==> src/rtl/remap_cmd_ctrl.sv <==
// Remap command controller: queues port-remap commands and issues them one at a
// time to the downstream swap stage, holding off while the address decode is busy.
module remap_cmd_ctrl #(
    parameter int N_INIT_PORT   = 8,
    parameter int LOG_N_INIT    = 3,
    parameter int FIFO_DEPTH    = 4,
    parameter int SETTLE_CYCLES = 2
) (
    input  logic                              clk,
    input  logic                              rst_n,
    input  logic                              cmd_valid_i,
    output logic                              cmd_ready_o,
    input  logic [LOG_N_INIT-1:0]             cmd_source_i,
    input  logic [LOG_N_INIT-1:0]             cmd_target_i,
    input  logic                              bus_busy_i,
    output logic                              select_o,
    output logic [LOG_N_INIT-1:0]             source_o,
    output logic [LOG_N_INIT-1:0]             target_o,
    output logic [N_INIT_PORT*LOG_N_INIT-1:0] map_o,
    output logic [$clog2(FIFO_DEPTH+1)-1:0]   pending_o,
    output logic                              err_o,
    output logic                              done_o
);

    localparam int PW = $clog2(FIFO_DEPTH);
    localparam int CW = $clog2(FIFO_DEPTH + 1);
    localparam int SW = (SETTLE_CYCLES > 1) ? $clog2(SETTLE_CYCLES) : 1;
    localparam logic [SW-1:0] SETTLE_LAST = SW'(SETTLE_CYCLES - 1);

    typedef enum logic [1:0] {
        IDLE   = 2'd0,
        ISSUE  = 2'd1,
        SETTLE = 2'd2
    } state_t;

    state_t                state_q, state_d;
    logic [SW-1:0]         settle_cnt_q, settle_cnt_d;
    logic [PW-1:0]         wr_ptr_q, wr_ptr_d;
    logic [PW-1:0]         rd_ptr_q, rd_ptr_d;
    logic [CW-1:0]         count_q, count_d;
    logic [LOG_N_INIT-1:0] src_mem_q [FIFO_DEPTH];
    logic [LOG_N_INIT-1:0] src_mem_d [FIFO_DEPTH];
    logic [LOG_N_INIT-1:0] tgt_mem_q [FIFO_DEPTH];
    logic [LOG_N_INIT-1:0] tgt_mem_d [FIFO_DEPTH];
    logic [LOG_N_INIT-1:0] map_q [N_INIT_PORT];
    logic [LOG_N_INIT-1:0] map_d [N_INIT_PORT];
    logic                  err_q, err_d;
    logic                  done_q, done_d;

    logic                  accept;
    logic                  cmd_bad;
    logic                  push;
    logic                  pop;
    logic [LOG_N_INIT-1:0] head_src;
    logic [LOG_N_INIT-1:0] head_tgt;

    function automatic logic [PW-1:0] ptr_inc(input logic [PW-1:0] p);
        return (p == PW'(FIFO_DEPTH - 1)) ? '0 : p + PW'(1);
    endfunction

    // Ready depends only on the registered count, never on cmd_valid_i.
    assign cmd_ready_o = (int'(count_q) < FIFO_DEPTH);
    assign accept      = cmd_valid_i && cmd_ready_o;
    assign cmd_bad     = (int'(cmd_source_i) >= N_INIT_PORT) ||
                         (int'(cmd_target_i) >= N_INIT_PORT);
    assign push        = accept && !cmd_bad;
    assign pop         = (state_q == ISSUE);
    assign head_src    = src_mem_q[rd_ptr_q];
    assign head_tgt    = tgt_mem_q[rd_ptr_q];

    always_comb begin
        src_mem_d = src_mem_q;
        tgt_mem_d = tgt_mem_q;
        wr_ptr_d  = wr_ptr_q;
        rd_ptr_d  = rd_ptr_q;
        count_d   = count_q;
        if (push) begin
            src_mem_d[wr_ptr_q] = cmd_source_i;
            tgt_mem_d[wr_ptr_q] = cmd_target_i;
            wr_ptr_d            = ptr_inc(wr_ptr_q);
        end
        if (pop) begin
            rd_ptr_d = ptr_inc(rd_ptr_q);
        end
        case ({push, pop})
            2'b10:   count_d = count_q + CW'(1);
            2'b01:   count_d = count_q - CW'(1);
            default: count_d = count_q;
        endcase
    end

    always_comb begin
        state_d      = state_q;
        settle_cnt_d = settle_cnt_q;
        done_d       = 1'b0;
        case (state_q)
            IDLE: begin
                if ((count_q != '0) && !bus_busy_i) begin
                    state_d = ISSUE;
                end
            end
            ISSUE: begin
                state_d      = SETTLE;
                settle_cnt_d = '0;
                done_d       = (SETTLE_CYCLES == 1);
            end
            SETTLE: begin
                if (settle_cnt_q == SETTLE_LAST) begin
                    state_d = IDLE;
                end else begin
                    settle_cnt_d = settle_cnt_q + SW'(1);
                    done_d       = (settle_cnt_d == SETTLE_LAST);
                end
            end
            default: state_d = IDLE;
        endcase
    end

    // The shadow map follows what the swap stage is told at the edge closing ISSUE.
    always_comb begin
        map_d = map_q;
        if (pop) begin
            for (int i = 0; i < N_INIT_PORT; i++) begin
                if (head_src == LOG_N_INIT'(i)) begin
                    map_d[i] = head_tgt;
                end
            end
        end
    end

    assign err_d = accept && cmd_bad;

    always_ff @(posedge clk or negedge rst_n) begin
        if (!rst_n) begin
            state_q      <= IDLE;
            settle_cnt_q <= '0;
            wr_ptr_q     <= '0;
            rd_ptr_q     <= '0;
            count_q      <= '0;
            err_q        <= 1'b0;
            done_q       <= 1'b0;
            for (int i = 0; i < FIFO_DEPTH; i++) begin
                src_mem_q[i] <= '0;
                tgt_mem_q[i] <= '0;
            end
            for (int i = 0; i < N_INIT_PORT; i++) begin
                map_q[i] <= LOG_N_INIT'(i);
            end
        end else begin
            state_q      <= state_d;
            settle_cnt_q <= settle_cnt_d;
            wr_ptr_q     <= wr_ptr_d;
            rd_ptr_q     <= rd_ptr_d;
            count_q      <= count_d;
            err_q        <= err_d;
            done_q       <= done_d;
            src_mem_q    <= src_mem_d;
            tgt_mem_q    <= tgt_mem_d;
            map_q        <= map_d;
        end
    end

    assign select_o  = (state_q == ISSUE);
    assign source_o  = select_o ? head_src : '0;
    assign target_o  = select_o ? head_tgt : '0;
    assign pending_o = count_q;
    assign err_o     = err_q;
    assign done_o    = done_q;

    for (genvar g = 0; g < N_INIT_PORT; g++) begin : g_map
        assign map_o[g*LOG_N_INIT +: LOG_N_INIT] = map_q[g];
    end

endmodule

==> config.mk <==
export PLATFORM = sky130hd
export DESIGN_NAME = remap_cmd_ctrl
export DESIGN_NICKNAME = d
export VERILOG_FILES = /design/src/rtl/remap_cmd_ctrl.sv
export SDC_FILE = /design/constraint.sdc
export NUM_CORES = 1
export LEC_CHECK = 0
export CAP_MARGIN = 20
export CORE_UTILIZATION = 45
export CTS_CLUSTER_DIAMETER = 150
export DETAILED_ROUTE_END_ITERATION = 10
export GPL_TIMING_DRIVEN = 0
export PLACE_DENSITY = 0.69
export SLEW_MARGIN = 20
export SYNTH_ARGS = -nofsm -noshare
export SYNTH_HDL_FRONTEND = slang
export SYNTH_SLANG_ARGS = --single-unit
==> constraint.sdc <==
create_clock -name clk -period 6.1 [get_ports clk]
set_clock_uncertainty 0.05 [all_clocks]
set_input_delay 0.61 -clock clk [delete_from_list [all_inputs] [get_ports clk]]
set_output_delay 0.61 -clock clk [all_outputs]
set_load 0.01 [all_outputs]
### Yosys cells after proc, flatten, opt, wreduce, memory -nomap -nowiden

Cells that the tools add are included.

| storage, ports and cells | value |
|---|---|
| bits in registers | 59 |
| output and inout bits | 37 |
| logic and storage cells | 88 |
| input bits | 10 |

| operators by class | value |
|---|---|
| add/sub/neg operators | 5 |
| $lt $le $gt $ge | 4 |
| multiplexer cells | 22 |
| bitwise logic cells | 2 |
| reductions and logical operators | 18 |
| equal/unequal tests | 15 |

Operators with widths:

| cell | count |
|---|---|
| 12-bit bitwise mux | 2 |
| 3-bit two-way mux | 7 |
| 2-bit AND reduction | 9 |
| 3-bit binary-select mux with 2-bit select | 2 |
| 3-bit == test (second input constant) | 4 |
| 2-bit == test (second input constant) | 4 |
| 2-bit two-way mux | 4 |
| 3-bit demux with 2-bit select | 1 |
| 3-bit by 2-bit == test with 1-bit output (second input constant) | 2 |
| 3-bit >= comparator (second input constant) | 2 |
| 2-bit inverter with 3-bit output | 2 |
| 2-bit case mux with 3 select lines | 1 |
| 3-bit case mux with 2 select lines | 1 |
| 2-bit by 1-bit adder with 2-bit output (second input constant) | 2 |
| 2-bit by 1-bit == test with 1-bit output (second input constant) | 2 |
| 2-bit inequality test (second input constant) | 2 |
| 2-bit nonzero test | 2 |
| 3-bit by 1-bit adder with 3-bit output (second input constant) | 1 |
| 3-bit by 1-bit == test with 1-bit output (second input constant) | 1 |
| 1-bit logical AND | 3 |
| 3-bit logical NOT | 1 |
| 3-bit by 1-bit < comparator with 1-bit output (second input constant) | 1 |
| 3-bit < comparator (second input constant) | 1 |
| 1-bit two-way mux | 3 |
| other kinds (6) | 6 |

### Depth between registers and ports, before layout

| depth | value |
|---|---|
| depth in word-level cells | 6 |
| depth in mapped cells | 9 |

### Worst setup path before layout

Ideal clock, no wire load.

| timing | value |
|---|---|
| kind | input to register |
| from | in cmd_valid_i |
| to | reg count_q[2] (netlist: pending_o[2]) |
| data required time | 5.970 ns |
| slack | 4.085 ns |
| cell stages on the path | 9 |
| data arrival time | 1.885 ns |
| cell sequence | nor2b_1 clkbuf_1 inv_1 ha_1 inv_1 fa_1 xor2_1 nor2_1 xnor2_1 |

| between the ends | value |
|---|---|
| cells in the longest elaborated chain, start to end | 3 |

RTL lines:

| what | RTL line | RTL |
|---|---|---|
| start: declaration | 11 | `input logic cmd_valid_i,` |
| 1-bit logical AND (*) | 63 | `assign accept = cmd_valid_i && cmd_ready_o;` |
| 2-bit by 1-bit == test with 1-bit output or 2-bit == test (tied branches) | 85 | `case ({push, pop})` |
| 3-bit case mux with 2 select lines or 2-bit nonzero test (tied branches) | - |  |
| end signal: assignment | 154 | `count_q <= count_d;` |
| end: declaration | 40 | `logic [CW-1:0] count_q, count_d;` |

Mark *: on every way between the ends. The rest lies on a longest branch, timed or not.
A chain may end at the register's enable or synchronous reset.

### Worst setup path after layout

| timing | value |
|---|---|
| from | reg state_q[1] |
| to | out source_o[1] |

| between the ends | value |
|---|---|
| cells in the longest elaborated chain, start to end | 2 |

RTL lines:

| what | RTL line | RTL |
|---|---|---|
| start: declaration | 36 | `state_t state_q, state_d;` |
| start signal: assignment | 150 | `state_q <= state_d;` |
| 2-bit by 1-bit == test with 1-bit output | 163 | `assign select_o = (state_q == ISSUE);` |
| 3-bit two-way mux | 164 | `assign source_o = select_o ? head_src : '0;` |
| end: declaration | 17 | `output logic [LOG_N_INIT-1:0] source_o,` |

Every way passes these cells.

==> summary.txt <==
Drt
  • DRT Pass-1 Iters: 4
  • Post-Route WL: 4774 um
  • Avg WL per Cell: 15.06 um
  • Post-route DRC violation count: 0
  • Final ANT Viol Nets: 0
  • Via count: 1598
  • Mean number of vias per cell: 5.041
  • Initial DRC count: 47

Global routing
  • Vias in the first global route: roughly 1600
  • Initial antenna violation count: 0
  • GR Layer Usage met2: ~25%
  • GR Layer Usage met1: 24.22%
  • Met3 usage: 5.714%
  • Most Crowded Layer GR: met2
  • Overall global routing resource usage: approximately 18%
  • Largest net degree at the start of global routing: a little under 60
  • First-pass GRT wire length: 8224 um
  • Grt total ovfl: 0

Final layout
  • Layout Cells excl Fill: 317
  • Layout cells sized above 1: 37.96%
  • N_diodes: 0
  • Most frequent cells in the layout: mux2_2 (52), dfrtp_1 (47), clkdlybuf4s50_1 (44)
  • Most common cell after layout, fill and taps aside: mux2_2
  • NumNets Final: between 200 and 300
  • Layout area overhead: 28.78%
  • Fillers: 431

Timing
  • Fin. Hold Viols: 0
  • Final period utilization: 50.31%
  • Slew Viols, Final: 0
  • Final worst path period need: between 3000 and 4000 ps
  • Setup TNS: 0 ps
  • RSZ-0062 raised after global routing: no
  • Setup-failing EPs final: 0
  • FMAX: 0.3259 GHz

Placement
  • Gpl congestion: 0.7504
  • Cell total after placement: 300
  • Final HPWL DP: 3320 um
  • # port buffers: 45

Critical path
  • CP max FO: 10
  • Req. time, crit path: 5440 ps
  • WP data arrival: roughly 2400 ps
  • Buf/Inv on CP: 4
  • Critical-path cell list: inv_1, ha_1, clkbuf_1, nand2_1, inv_1, clkdlybuf4s50_1
  • Critical Path Sink Type: output pin
  • CP delay by family, top: buffers and inverters
  • Most used cell, CP: inv_1
  • Type of origin of the critical path: register
  • Slowest-stage cell, CP: clkdlybuf4s50_1
  • WP depth: 6
  • CP peak stage delay: between 500 and 600 ps
  • Worst Reg-to-Reg Cells: 7
  • Critical path class: reg -> out

Floorplanning
  • DIE WIDTH: roughly 80 um
  • Initial Util: 48.02%
  • Cell Rows: 27
  • Core area: 0.005642 mm^2
  • # IOs: 47
  • Height of the die: 79.59 um
  • Die area: 0.006334 mm^2

CTS
  • Clock transition at path regs: 70 ps
  • CTS tree: done
  • Buffer levels on the longest clock path: 2
  • Worst skew pair latency: 330 ps
  • Setup Buffers After CTS: 0
  • CTS Sinks: 59
  • # H-tree levels: 3
  • CTS Buf Count: 9
  • Clock Tree Root: clkbuf_8

Power and ir drop
  • Seq pwr share: 34.6%
  • Pint: ~1.4 mW
  • Sw frac: roughly a third
  • Sw power: approximately 0.67 mW
  • Part of the power in combinational logic: approximately 48%
  • Power Density: slightly below 600 mW/mm^2
  • Worst VDD drop: 0.0002567 V
  • Clock share of power: around 18%
  • LEAKAGE: 1.521 nW

Synthesis
  • Synth Register Bits: just under 60
  • Syn Std Cell Area: around 0.0027 mm^2
  • Area leader, netlist: dfrtp_1
  • Distinct cells, synth: 29
  • Post-synth EDFFs: 0
  • Yosys Warn Count: 0
  • Top_reg_cell synth: dfrtp_1
  • Synthesized Nets: a little over 200
  • Post-Syn Area per Cell: approximately 15 um^2
  • Post-synthesis sequential area ratio: 55.06%
  • Ys async rst share: 100.0%
  • Top cells by area, synth: dfrtp_1 (43%), mux2_2 (22%), dfstp_2 (12%)
  • Yosys top cell area share: 43.42%
  • Synth Instances: about 180

Status
  • Run status: complete, no violations

Run
  • Max_cap viols: 0

Hold path
  • Hold Path Class: reg -> reg
  • Hold Crit Depth: 1
==> area by class of cell <==
type / instances / area, um^2 / share of cell area [%]
Timing Repair Buffer: 47 / 485.5 / 13.92
Sequential cell: 59 / 1491 / 42.75
Tap cell: 72 / 90.09 / 2.582
Clock inverter: 4 / 48.80 / 1.399
Clock buffer: 12 / 155.1 / 4.448
Inverter: 10 / 37.54 / 1.076
Multi-Input combinational cell: 108 / 1150 / 32.96
Buffer: 5 / 30.03 / 0.8608
==> through the flow <==
step | area (um^2) | utilization [%] | power [mW] | hold slack [ps] | worst slack (ps)
6_report | 3488 | 61.83 | 2.018 | 391.2 | 3031
5_1_grt | 3488 | 61.83 | 2.169 | 419.7 | 2813
4_1_cts | 3488 | 61.83 | 2.043 | 394.9 | 2976
3_5_place_dp | 3274 | 58.04 | 1.676 | 366.4 | 3356
3_3_place_gp | 3249 | 57.60 | 1.649 | 377.1 | 2498
2_1_floorplan | 2709 | - | 1.302 | 264.4 | 4085
==> power groups by stage <==
stage          clock network [mW]  registers, mW  logic, mW
2_1_floorplan                   0          0.724      0.577
5_1_grt                     0.389          0.725       1.05
3_3_place_gp                    0          0.700      0.949
3_5_place_dp                    0          0.708      0.968
4_1_cts                     0.370          0.701      0.972
6_report                    0.360          0.699      0.959
==> state kept, by name, summed over array words and instances, names as in the netlist <==
| name | count |
|---|---|
| map_o | 24 |
| src_mem_q | 12 |
| tgt_mem_q | 12 |
| pending_o | 3 |
| rd_ptr_q | 2 |
| state_q | 2 |
| wr_ptr_q | 2 |
| done_o | 1 |
| settle_cnt_q | 1 |
==> final timing paths <==
kind | end | slack (ps) | start
worst max-delay path | source_o[1] | 3030 | state_q[1]
worst min-delay path | done_o | 390 | settle_cnt_q
worst max register to register | map_o[18] | 3910 | state_q[1]
worst min register to register | done_o | 390 | settle_cnt_q
max in group asynchronous | map_o[23] | 4940 | rst_n
min in group asynchronous | done_o | 560 | rst_n
==> repair_timing <==
action,4_1_cts,5_1_grt
endpoints found under the hold margin,2,0
hold buffers,1,0
gates resized for setup,0,0
==> Yosys cell counts, drive strengths merged, types with 2 or more instances <==
master and n:
dfstp 12, nand2b 4, ha 10, nand2 8, nor2b 2, mux2 52, mux4 6, clkbuf 3
dfrtp 47, nor2 3, xnor2 2, and2 6, buf 2, nand3b 2, o21ai 4, nor3b 2
inv 10
==> cells by family after synthesis <==
logic type / share of synthesized area (%)
AO/OA/AOI/OAI: 0.7391
XOR/XNOR: 0.9702
adder cells (fa/ha/maj): 5.358
buffers and inverters: 2.494
flip-flops: 55.06
multiplexers: 27.39
other: 0.1384
AND/OR/NAND/NOR: 7.852
==> layer usage <==
metal  up-vias  routed length (um)
met5         -                   0
met1       798                2296
met2        45                2155
met4         0                  75
met3         7                 247
li1        748                   -
Note: power is estimated with default switching activity, not from simulation.
